$ cat config.mk
export PLATFORM = sky130hd
export DESIGN_NAME = display_scanner_flat
export DESIGN_NICKNAME = d
export VERILOG_FILES = /design/src/rtl/display_scanner_if.sv /design/src/rtl/display_scanner.sv /design/src/flat_wrapper.sv
export SDC_FILE = /design/constraint.sdc
export NUM_CORES = 1
export LEC_CHECK = 0
export CORE_MARGIN = 2
export CORE_UTILIZATION = 58
export DETAILED_ROUTE_END_ITERATION = 8
export PLACE_DENSITY = 0.83
export SYNTH_ARGS = -nofsm -noshare
export SYNTH_HDL_FRONTEND = slang
export SYNTH_SLANG_ARGS = --single-unit
$ cat constraint.sdc
create_clock -name clk -period 3.5 [get_ports clk]
set_clock_uncertainty 0.1 [all_clocks]
set_input_delay 0.7 -clock clk [delete_from_list [all_inputs] [get_ports clk]]
set_output_delay 0.7 -clock clk [all_outputs]
set_load 0.01 [all_outputs]
$ cat src/rtl/display_scanner_if.sv
// Load channel for display_scanner: one display word per valid/ready transfer.
interface display_scanner_if;
    logic       load_valid;
    logic       load_ready;
    logic [5:0] value_in;
    logic       negative_in;
    logic       is_dec_in;

    modport master (
        output load_valid,
        output value_in,
        output negative_in,
        output is_dec_in,
        input  load_ready
    );

    modport slave (
        input  load_valid,
        input  value_in,
        input  negative_in,
        input  is_dec_in,
        output load_ready
    );
endinterface

$ cat src/rtl/display_scanner.sv
// Four-digit seven-segment anode scanner with blanking gap and frame-aligned,
// tear-free commit of display words accepted over a valid/ready channel.
module display_scanner #(
    parameter int DIGIT_TICKS = 100_000,
    parameter int BLANK_TICKS = 1_000
) (
    input  logic                clk,
    input  logic                rst_n,
    input  logic                enable,
    display_scanner_if.slave    load_bus,
    output logic [3:0]          digit,
    output logic [5:0]          display_value,
    output logic                show_negative,
    output logic                is_dec,
    output logic                frame_done
);

    localparam int MAX_TICKS = (DIGIT_TICKS > BLANK_TICKS) ? DIGIT_TICKS : BLANK_TICKS;
    localparam int CW        = $clog2(MAX_TICKS + 1);
    localparam logic [CW-1:0] DIGIT_LAST = CW'(DIGIT_TICKS - 1);
    localparam logic [CW-1:0] BLANK_LAST = CW'((BLANK_TICKS > 0) ? BLANK_TICKS - 1 : 0);

    typedef enum logic [1:0] {
        IDLE,
        SHOW,
        BLANK
    } state_t;

    state_t        state, state_n;
    logic [1:0]    idx, idx_n;
    logic [CW-1:0] cnt, cnt_n;
    logic [3:0]    digit_n;
    logic          wrap;

    logic          pend_full, pend_full_n;
    logic [5:0]    pend_value;
    logic          pend_negative;
    logic          pend_dec;
    logic          load_ready_q;
    logic          accept;
    logic          commit;

    assign load_bus.load_ready = load_ready_q;

    always_ff @(posedge clk or negedge rst_n) begin
        if (!rst_n) begin
            state <= IDLE;
            idx   <= '0;
            cnt   <= '0;
        end else begin
            state <= state_n;
            idx   <= idx_n;
            cnt   <= cnt_n;
        end
    end

    always_comb begin
        state_n = state;
        idx_n   = idx;
        cnt_n   = cnt;
        wrap    = 1'b0;
        if (!enable) begin
            state_n = IDLE;
            idx_n   = '0;
            cnt_n   = '0;
        end else begin
            case (state)
                IDLE: begin
                    state_n = SHOW;
                    idx_n   = '0;
                    cnt_n   = '0;
                end
                SHOW: begin
                    if (cnt == DIGIT_LAST) begin
                        cnt_n = '0;
                        if (BLANK_TICKS > 0) begin
                            state_n = BLANK;
                        end else begin
                            idx_n = idx + 2'd1;
                            wrap  = (idx == 2'd3);
                        end
                    end else begin
                        cnt_n = cnt + CW'(1);
                    end
                end
                BLANK: begin
                    if (cnt == BLANK_LAST) begin
                        state_n = SHOW;
                        cnt_n   = '0;
                        idx_n   = idx + 2'd1;
                        wrap    = (idx == 2'd3);
                    end else begin
                        cnt_n = cnt + CW'(1);
                    end
                end
                default: begin
                    state_n = IDLE;
                    idx_n   = '0;
                    cnt_n   = '0;
                end
            endcase
        end

        // Anodes are decoded from the next state so the registered output lines up with it.
        digit_n = 4'b1111;
        if (state_n == SHOW) begin
            digit_n = ~(4'b0001 << idx_n);
        end
    end

    // A word accepted on the boundary edge sees pend_full=0 there, so it waits a full frame.
    assign accept = load_bus.load_valid && load_ready_q;
    assign commit = pend_full && ((state == IDLE) || wrap);

    always_comb begin
        pend_full_n = pend_full;
        if (accept) begin
            pend_full_n = 1'b1;
        end else if (commit) begin
            pend_full_n = 1'b0;
        end
    end

    always_ff @(posedge clk or negedge rst_n) begin
        if (!rst_n) begin
            digit         <= 4'b1111;
            frame_done    <= 1'b0;
            pend_full     <= 1'b0;
            pend_value    <= '0;
            pend_negative <= 1'b0;
            pend_dec      <= 1'b0;
            load_ready_q  <= 1'b1;
            display_value <= '0;
            show_negative <= 1'b0;
            is_dec        <= 1'b0;
        end else begin
            digit        <= digit_n;
            frame_done   <= wrap;
            pend_full    <= pend_full_n;
            load_ready_q <= ~pend_full_n;
            if (accept) begin
                pend_value    <= load_bus.value_in;
                pend_negative <= load_bus.negative_in;
                pend_dec      <= load_bus.is_dec_in;
            end
            if (commit) begin
                display_value <= pend_value;
                show_negative <= pend_negative;
                is_dec        <= pend_dec;
            end
        end
    end

endmodule

$ cat src/flat_wrapper.sv
// flat-port wrapper written by rule: the top's interface ports become plain ports
module display_scanner_flat 
#(
    parameter int DIGIT_TICKS = 100_000,
    parameter int BLANK_TICKS = 1_000
)
  (clk, rst_n, enable, digit, display_value, show_negative, is_dec, frame_done, load_bus_load_valid, load_bus_value_in, load_bus_negative_in, load_bus_is_dec_in, load_bus_load_ready);
  display_scanner_if load_bus_i ();
  input  logic clk;
  input  logic rst_n;
  input  logic enable;
  output logic [3:0] digit;
  output logic [5:0] display_value;
  output logic show_negative;
  output logic is_dec;
  output logic frame_done;
  input wire logic [$bits(load_bus_i.load_valid)-1:0] load_bus_load_valid;
  input wire logic [$bits(load_bus_i.value_in)-1:0] load_bus_value_in;
  input wire logic [$bits(load_bus_i.negative_in)-1:0] load_bus_negative_in;
  input wire logic [$bits(load_bus_i.is_dec_in)-1:0] load_bus_is_dec_in;
  output wire logic [$bits(load_bus_i.load_ready)-1:0] load_bus_load_ready;
  assign load_bus_i.load_valid = load_bus_load_valid;
  assign load_bus_i.value_in = load_bus_value_in;
  assign load_bus_i.negative_in = load_bus_negative_in;
  assign load_bus_i.is_dec_in = load_bus_is_dec_in;
  assign load_bus_load_ready = load_bus_i.load_ready;
  display_scanner #(.DIGIT_TICKS(DIGIT_TICKS), .BLANK_TICKS(BLANK_TICKS)) u_core (.clk(clk), .rst_n(rst_n), .enable(enable), .load_bus(load_bus_i), .digit(digit), .display_value(display_value), .show_negative(show_negative), .is_dec(is_dec), .frame_done(frame_done));
endmodule
==> key figures, run 1 <==
Critical path
  – Crit-path slowest cell: dfstp_2
  – Critical path data required time: 2700 ps
  – Reg2reg path depth: 6
  – Worst path top cell family by delay: flip-flops
  – Maximum fanout along the worst path: 2
  – Crit path kind: register to output port
  – Worst Setup Start Kind: register
  – Flop2flop setup slack: about 1400 ps
  – FF-to-FF Start: u_core.cnt[0]
  – Slowest stage delay, CP: 550 ps
  – Number of cells on the critical path: 1
  – Setup crit end kind: output port
  – Worst setup path endpoint: load_bus_load_ready
  – RR Endpoint: u_core.digit[0]
  – Worst Path Arrival: roughly 1400 ps
  – Worst Setup SP: u_core.load_bus.load_ready
  – CP cell instances: clkdlybuf4s50_1
  – CP bufs+invs: 1

CTS
  – Clock Sinks: 44
  – Htree depth: 2
  – Root Driver: clkbuf_4
  – Post-CTS Setup Bufs: 0
  – Maximum clock path buffer count: 2
  – Post_cts resized: 0
  – Reg clk slew, reported paths: 130 ps
  – TritonCTS Buffers: 5
  – Worst skew pair latency: approximately 350 ps
  – # hold bufs at CTS: 0
  – CTS tree: done

Final layout
  – N_diodes: 0
  – Post-route cell area: 2430 sq um
  – Share of cells above drive strength 1: 20.5%
  – Area Overhead vs Synth: 17.9%
  – Layout Nets: 222

Global route
  – Vias in the first global route: ~1400
  – Largest net degree at the start of global routing: 45
  – Gr usage total: 20.4%
  – First-pass GRT wire length: about 6300 um
  – Total gr overflow: 0
  – Initial antenna violation count: 0

Drt
  – Antenna-violating nets left: 0
  – 1st-pass router iterations: 4
  – DR vias/cell: 5.59
  – Post-route DRC violation count: 0
  – Avg WL per Cell: about 14 um
  – Via count: 1403
  – Drt total wl: 3630 um
  – DRT iter0 DRCs: 41

Power
  – Overall power: 1.22 mW
  – Worst VDD drop: approximately 0.26 mV
  – Leak pwr: about 1 nW
  – PwrDens: 503 nW/um^2

Timing
  – Setup TNS: 0 ps
  – Period utilisation layout: a little under two thirds
  – Count of final setup violators: 0
  – Slew Viols, Final: 0
  – RSZ-0062 raised after global routing: false
  – Slew headroom: 37.9%
  – Pin slew with the least headroom to its limit: 931 ps
  – Max Fclk: between 400 and 500 MHz
  – Setup ws final: 1280 ps
  – Final hold vios: 0
  – Fin crit period: 2220 ps

Logic synthesis
  – Register area share after synthesis: 53.8%
  – #FFs+latches synth: 44
  – Yosys cell types: 39
  – Synthesized Nets: around 190
  – Avg Cell Area, Syn: around 12 sq um
  – Synth Warn #: 0
  – Mapped Cells: approximately 180
  – Post-Syn Area: 2060 sq um

Floorplan
  – Die span in y: 63.6 um
  – I/O pin cnt: 26
  – Die footprint: 4040 sq um
  – Initial core utilization: 61.2%
  – Row count: 21
  – Die span in x: 63.6 um
  – Core area: 3360 sq um

Placement
  – DP Area: about 2300 sq um
  – Pre-CTS WS: 947 ps
  – Count of input and output buffers: 25
  – Routability cong.: 0.821
  – DPL Wire Length: 2580 um

Flow run
  – # Max-Cap Violations: 0

Status
  – Status: finished clean

Worst hold path
  – Worst hold path class: input pin to async pin
-- state kept, by name, summed over array words and instances (netlist names) --
signal                      flops
u_core.cnt                     17
u_core.digit                    4
u_core.display_value            6
u_core.frame_done               1
u_core.idx                      2
u_core.is_dec                   1
u_core.load_bus.load_ready      1
u_core.pend_dec                 1
u_core.pend_full                1
u_core.pend_negative            1
u_core.pend_value               6
u_core.show_negative            1
u_core.state                    2
-- Yosys cell counts --
cell type	count	area (sq um)
nor4b_2	1	15.0
nor2b_1	1	6.26
nor3b_1	1	7.51
a21oi_2	2	17.5
and4b_1	1	10.0
or3b_2	1	8.76
nand2_1	18	67.6
nand3b_1	1	7.51
xnor2_1	5	43.8
o21ai_0	1	5.00
nor2_1	21	78.8
buf_2	2	10.0
ha_1	6	75.1
mux2_4	1	15.0
inv_1	4	15.0
nand3_1	6	30.0
nand4_1	10	62.6
and4_2	2	20.0
and2_1	3	18.8
mux2_2	16	180
dfstp_2	5	131
o22ai_1	1	6.26
buf_6	1	11.3
clkbuf_1	1	3.75
a41oi_1	1	8.76
or3b_1	1	8.76
a22oi_1	1	7.51
o211ai_1	2	15.0
nor4bb_1	2	20.0
nor3_2	1	10.0
xor2_1	10	87.6
and4_4	1	11.3
and3_1	2	12.5
and2_2	1	7.51
dfrtp_1	39	976
a21o_1	1	7.51
and4_1	1	8.76
nor4_4	1	21.3
o21ai_2	1	8.76
-- cell type report --
| class | count | area, sq um |
|---|---|---|
| clock buffers | 6 | 51.3 |
| clock inverters | 2 | 38.8 |
| fillers | 238 | 937 |
| inverters | 4 | 15.0 |
| multi-input cells | 124 | 911 |
| flip-flops and latches | 44 | 1110 |
| well taps | 46 | 57.6 |
| repair buffers | 25 | 245 |
-- cell families (layout without fill, tap and decap cells) --
| logic type | Yosys count | count (layout) | synth area share [%] |
|---|---|---|---|
| simple gates | 76 | 76 | 21.0 |
| xor+xnor | 15 | 15 | 6.38 |
| mux | 17 | 17 | 9.48 |
| buf+inv | 8 | 37 | 1.94 |
| flops | 44 | 44 | 53.8 |
| compound gates | 10 | 10 | 3.71 |
| fa+ha+maj | 6 | 6 | 3.65 |
-- routing by layer --
metal | up-vias | wire (um) | track usage, %
met3 | 7 | 157 | 4.46
met4 | 0 | 60 | 9.24
met1 | 690 | 1640 | 25.1
met2 | 36 | 1770 | 34.5
met5 | - | 0 | 0
li1 | 670 | - | -
-- through the flow --
stage                     cells  util, %  hold slack [ps]
after CTS                   251     72.1              395
final                       251     72.1              371
after global routing        251     72.1              431
after detailed placement    243     69.5              388
after global placement      243     69.5              379
after floorplan             176        -              304
-- worst min-delay path by stage --
stage                               from                       to  slack (ps)  depth (start not counted)
floorplan                          rst_n            u_core.cnt[0]         300                          0
global placement    u_core.pend_value[3]  u_core.display_value[3]         380                          1
detailed placement         u_core.cnt[0]            u_core.cnt[0]         390                          1
CTS                                rst_n            u_core.cnt[3]         390                          1
global route                       rst_n          u_core.pend_dec         430                          1
finish                             rst_n         u_core.pend_full         370                          1
-- power by group --
part / internal (mW) / total [mW] / switching [mW] / leakage (nW)
sequential: 0.588 / 0.627 / 0.0389 / 0.558
clock: 0.171 / 0.332 / 0.161 / 0.0484
combinational: 0.163 / 0.261 / 0.0978 / 0.395
-- cell usage in the layout (no fill, tap or decap), types with 3 or more instances in the layout --
master / instances
and2_1: 3
clkbuf_4: 5
clkdlybuf4s50_1: 24
dfrtp_1: 39
dfstp_2: 5
ha_1: 6
inv_1: 4
mux2_2: 16
nand2_1: 18
nand3_1: 6
nand4_1: 10
nor2_1: 21
xnor2_1: 5
xor2_1: 10
Note: power is estimated with default switching activity, not from simulation.
==> run 2, diff against run 1 <==
--- a/config.mk
+++ b/config.mk
@@ -6,9 +6,9 @@
 export NUM_CORES = 1
 export LEC_CHECK = 0
 export CORE_MARGIN = 2
-export CORE_UTILIZATION = 58
+export CORE_UTILIZATION = 54
 export DETAILED_ROUTE_END_ITERATION = 8
-export PLACE_DENSITY = 0.83
+export PLACE_DENSITY = 0.78
 export SYNTH_ARGS = -nofsm -noshare
 export SYNTH_HDL_FRONTEND = slang
 export SYNTH_SLANG_ARGS = --single-unit
==> constraint.sdc (replaced) <==
create_clock -name clk -period 2.1 [get_ports clk]
set_clock_uncertainty 0.1 [all_clocks]
set_input_delay 0.42 -clock clk [delete_from_list [all_inputs] [get_ports clk]]
set_output_delay 0.42 -clock clk [all_outputs]
set_load 0.01 [all_outputs]
==> run 2 against run 1 <==
Net effect: non-clock buffer count is 10 higher; sequential share of layout area down 2.4 points; largest cell class unchanged; die area rose by 6.9%; flip-flop and latch count unchanged; hold slack got worse by 360 ps; largest power group unchanged; critical path type is now register to register; first-iteration DRC count grew 51%; critical endpoint is now u_core.digit[0]; register-to-register slack worse by 1200 ps; sequential power is 67% higher.
==> key figures, run 2 (synthesis results as in run 1) <==
Worst hold path
  – Worst hold path class: input pin to async pin

Timing
  – Final hold vios: 0
  – Final hold slack: 13.3 ps
  – Period utilisation layout: a little over nine tenths
  – Slew headroom: 61.2%
  – Fin crit period: 1970 ps
  – Max Fclk: 506 MHz
  – Count of final setup violators: 0
  – Pin slew with the least headroom to its limit: 583 ps
  – Slew Viols, Final: 0
  – RSZ-0062 raised after global routing: false

Critical path
  – Worst Setup Start Kind: register
  – Worst Path Arrival: 2120 ps
  – Crit path kind: register to register
  – Maximum fanout along the worst path: 5
  – Critical path data required time: 2250 ps
  – Setup crit end kind: register

Floorplan
  – Die footprint: 4320 sq um
  – I/O pin cnt: 26
  – Die span in y: ~66 um
  – Initial core utilization: 56.2%
  – Core area: 3660 sq um
  – Die span in x: 65.7 um
  – Row count: 22

Final layout
  – Largest Register: u_core.cnt
  – Layout Nets: 232
  – Regs by FF count: u_core.cnt (17), u_core.display_value (6), u_core.pend_value (6)
  – Largest register FFs: 17
  – N_diodes: 0
  – Final core occ: 70.0%
  – Share of cells above drive strength 1: 24.2%
  – Most common cell after layout, fill and taps aside: dfrtp_1
  – Area Overhead vs Synth: 24.4%
  – Most frequent cells in the layout: dfrtp_1 (39), clkdlybuf4s50_1 (24), nor2_1 (21), nand2_1 (18), mux2_2 (16)
  – Non-Filler Instances: 263

Drt
  – Via count: 1446
  – DRT iter0 DRCs: just over 60
  – 1st-pass router iterations: 4
  – Avg WL per Cell: between 15 and 20 um
  – Post-route DRC violation count: 0
  – DR vias/cell: 5.50
  – Drt total wl: 4020 um
  – Antenna-violating nets left: 0

CTS
  – Maximum clock path buffer count: 2
  – Clock Sinks: 44
  – TritonCTS Buffers: 5
  – # hold bufs at CTS: 0
  – Worst skew pair latency: 300 ps
  – CTS tree: done
  – Root Driver: clkbuf_8
  – Htree depth: 2
  – Reg clk slew, reported paths: 80 ps

Status
  – Status: finished clean

Power
  – Overall power: about 2.3 mW
  – Leak pwr: 1.07 nW
  – Worst VDD drop: 0.721 mV
  – PwrDens: 881 nW/um^2

Global route
  – Vias in the first global route: 1580
  – First-pass GRT wire length: ~7100 um
  – Largest net degree at the start of global routing: 29
  – Gr usage total: 22.1%
  – Total gr overflow: 0
  – Initial antenna violation count: 0

Placement
  – Routability cong.: 0.764
  – Count of input and output buffers: 25
  – Dpl cells: 253
  – DPL Wire Length: 3020 um

Flow run
  – # Max-Cap Violations: 0
run 2: changes by cell type in the layout (fill, tap and decap cells not counted):
cell,change
ha_1,-1
ha_2,+1
clkbuf_8,+4
clkinv_4,-1
buf_12,+1
buf_4,+9
bufinv_16,+1
clkbuf_1,+1
clkbuf_4,-5
run 2: final timing paths:
path | from | endpoint | slack, ps | depth (start not counted)
hold reg to reg | u_core.cnt[0] | u_core.cnt[0] | 390 | 1
hold / removal | rst_n | u_core.pend_value[1] | 10 | 1
setup / recovery | u_core.cnt[0] | u_core.digit[0] | 130 | 6
max in group asynchronous | rst_n | u_core.digit[0] | 1250 | 2
setup reg to reg | u_core.cnt[0] | u_core.digit[0] | 130 | 6
min in group clk | u_core.cnt[0] | u_core.cnt[0] | 390 | 1
run 2: what timing repair did:
| item | CTS | global route |
|---|---|---|
| setup endpoints to repair | 0 | 10 |
| resized for setup | 0 | 1 |
| setup buffers | 0 | 2 |
run 2: stage by stage:
step | setup WS (ps) | setup TNS [ps] | instance area (sq um)
2_1_floorplan | 186 | 0 | 2060
3_3_place_gp | 10.5 | 0 | 2410
3_5_place_dp | -98.6 | -98.6 | 2410
4_1_cts | 63.5 | 0 | 2540
5_1_grt | 2.41 | 0 | 2560
6_report | 125 | 0 | 2560
run 2: routing by layer:
| metal | wire [um] | GRT usage [%] | up-vias |
|---|---|---|---|
| met5 | 0 | 0 | - |
| li1 | - | - | 689 |
| met1 | 1660 | 25.7 | 717 |
| met4 | 96 | 10.2 | 0 |
| met3 | 162 | 6.34 | 8 |
| met2 | 2100 | 37.6 | 32 |
run 2: where the power goes:
group / total [mW] / leakage [nW] / internal, mW / switching, mW
logic: 0.453 / 0.446 / 0.282 / 0.171
clock network: 0.755 / 0.0654 / 0.475 / 0.280
registers: 1.05 / 0.558 / 0.980 / 0.0689
total: 2.26 / 1.07 / 1.74 / 0.520
run 2: critical path, cell delays in order (launching register included):
cell	delay, ps
dfrtp_1	390
ha_2	250
nor4bb_1	210
and4_4	300
mux2_4	330
a21oi_2	200
or3b_1	150
run 2: final cells by class:
type,count,area [sq um]
Sequential cell,44,1110
Fill cell,262,1100
Multi-Input combinational cell,124,913
Timing Repair Buffer,35,333
Clock buffer,6,72.6
Clock inverter,2,60.1
Tap cell,48,60.1
Inverter,4,15.0
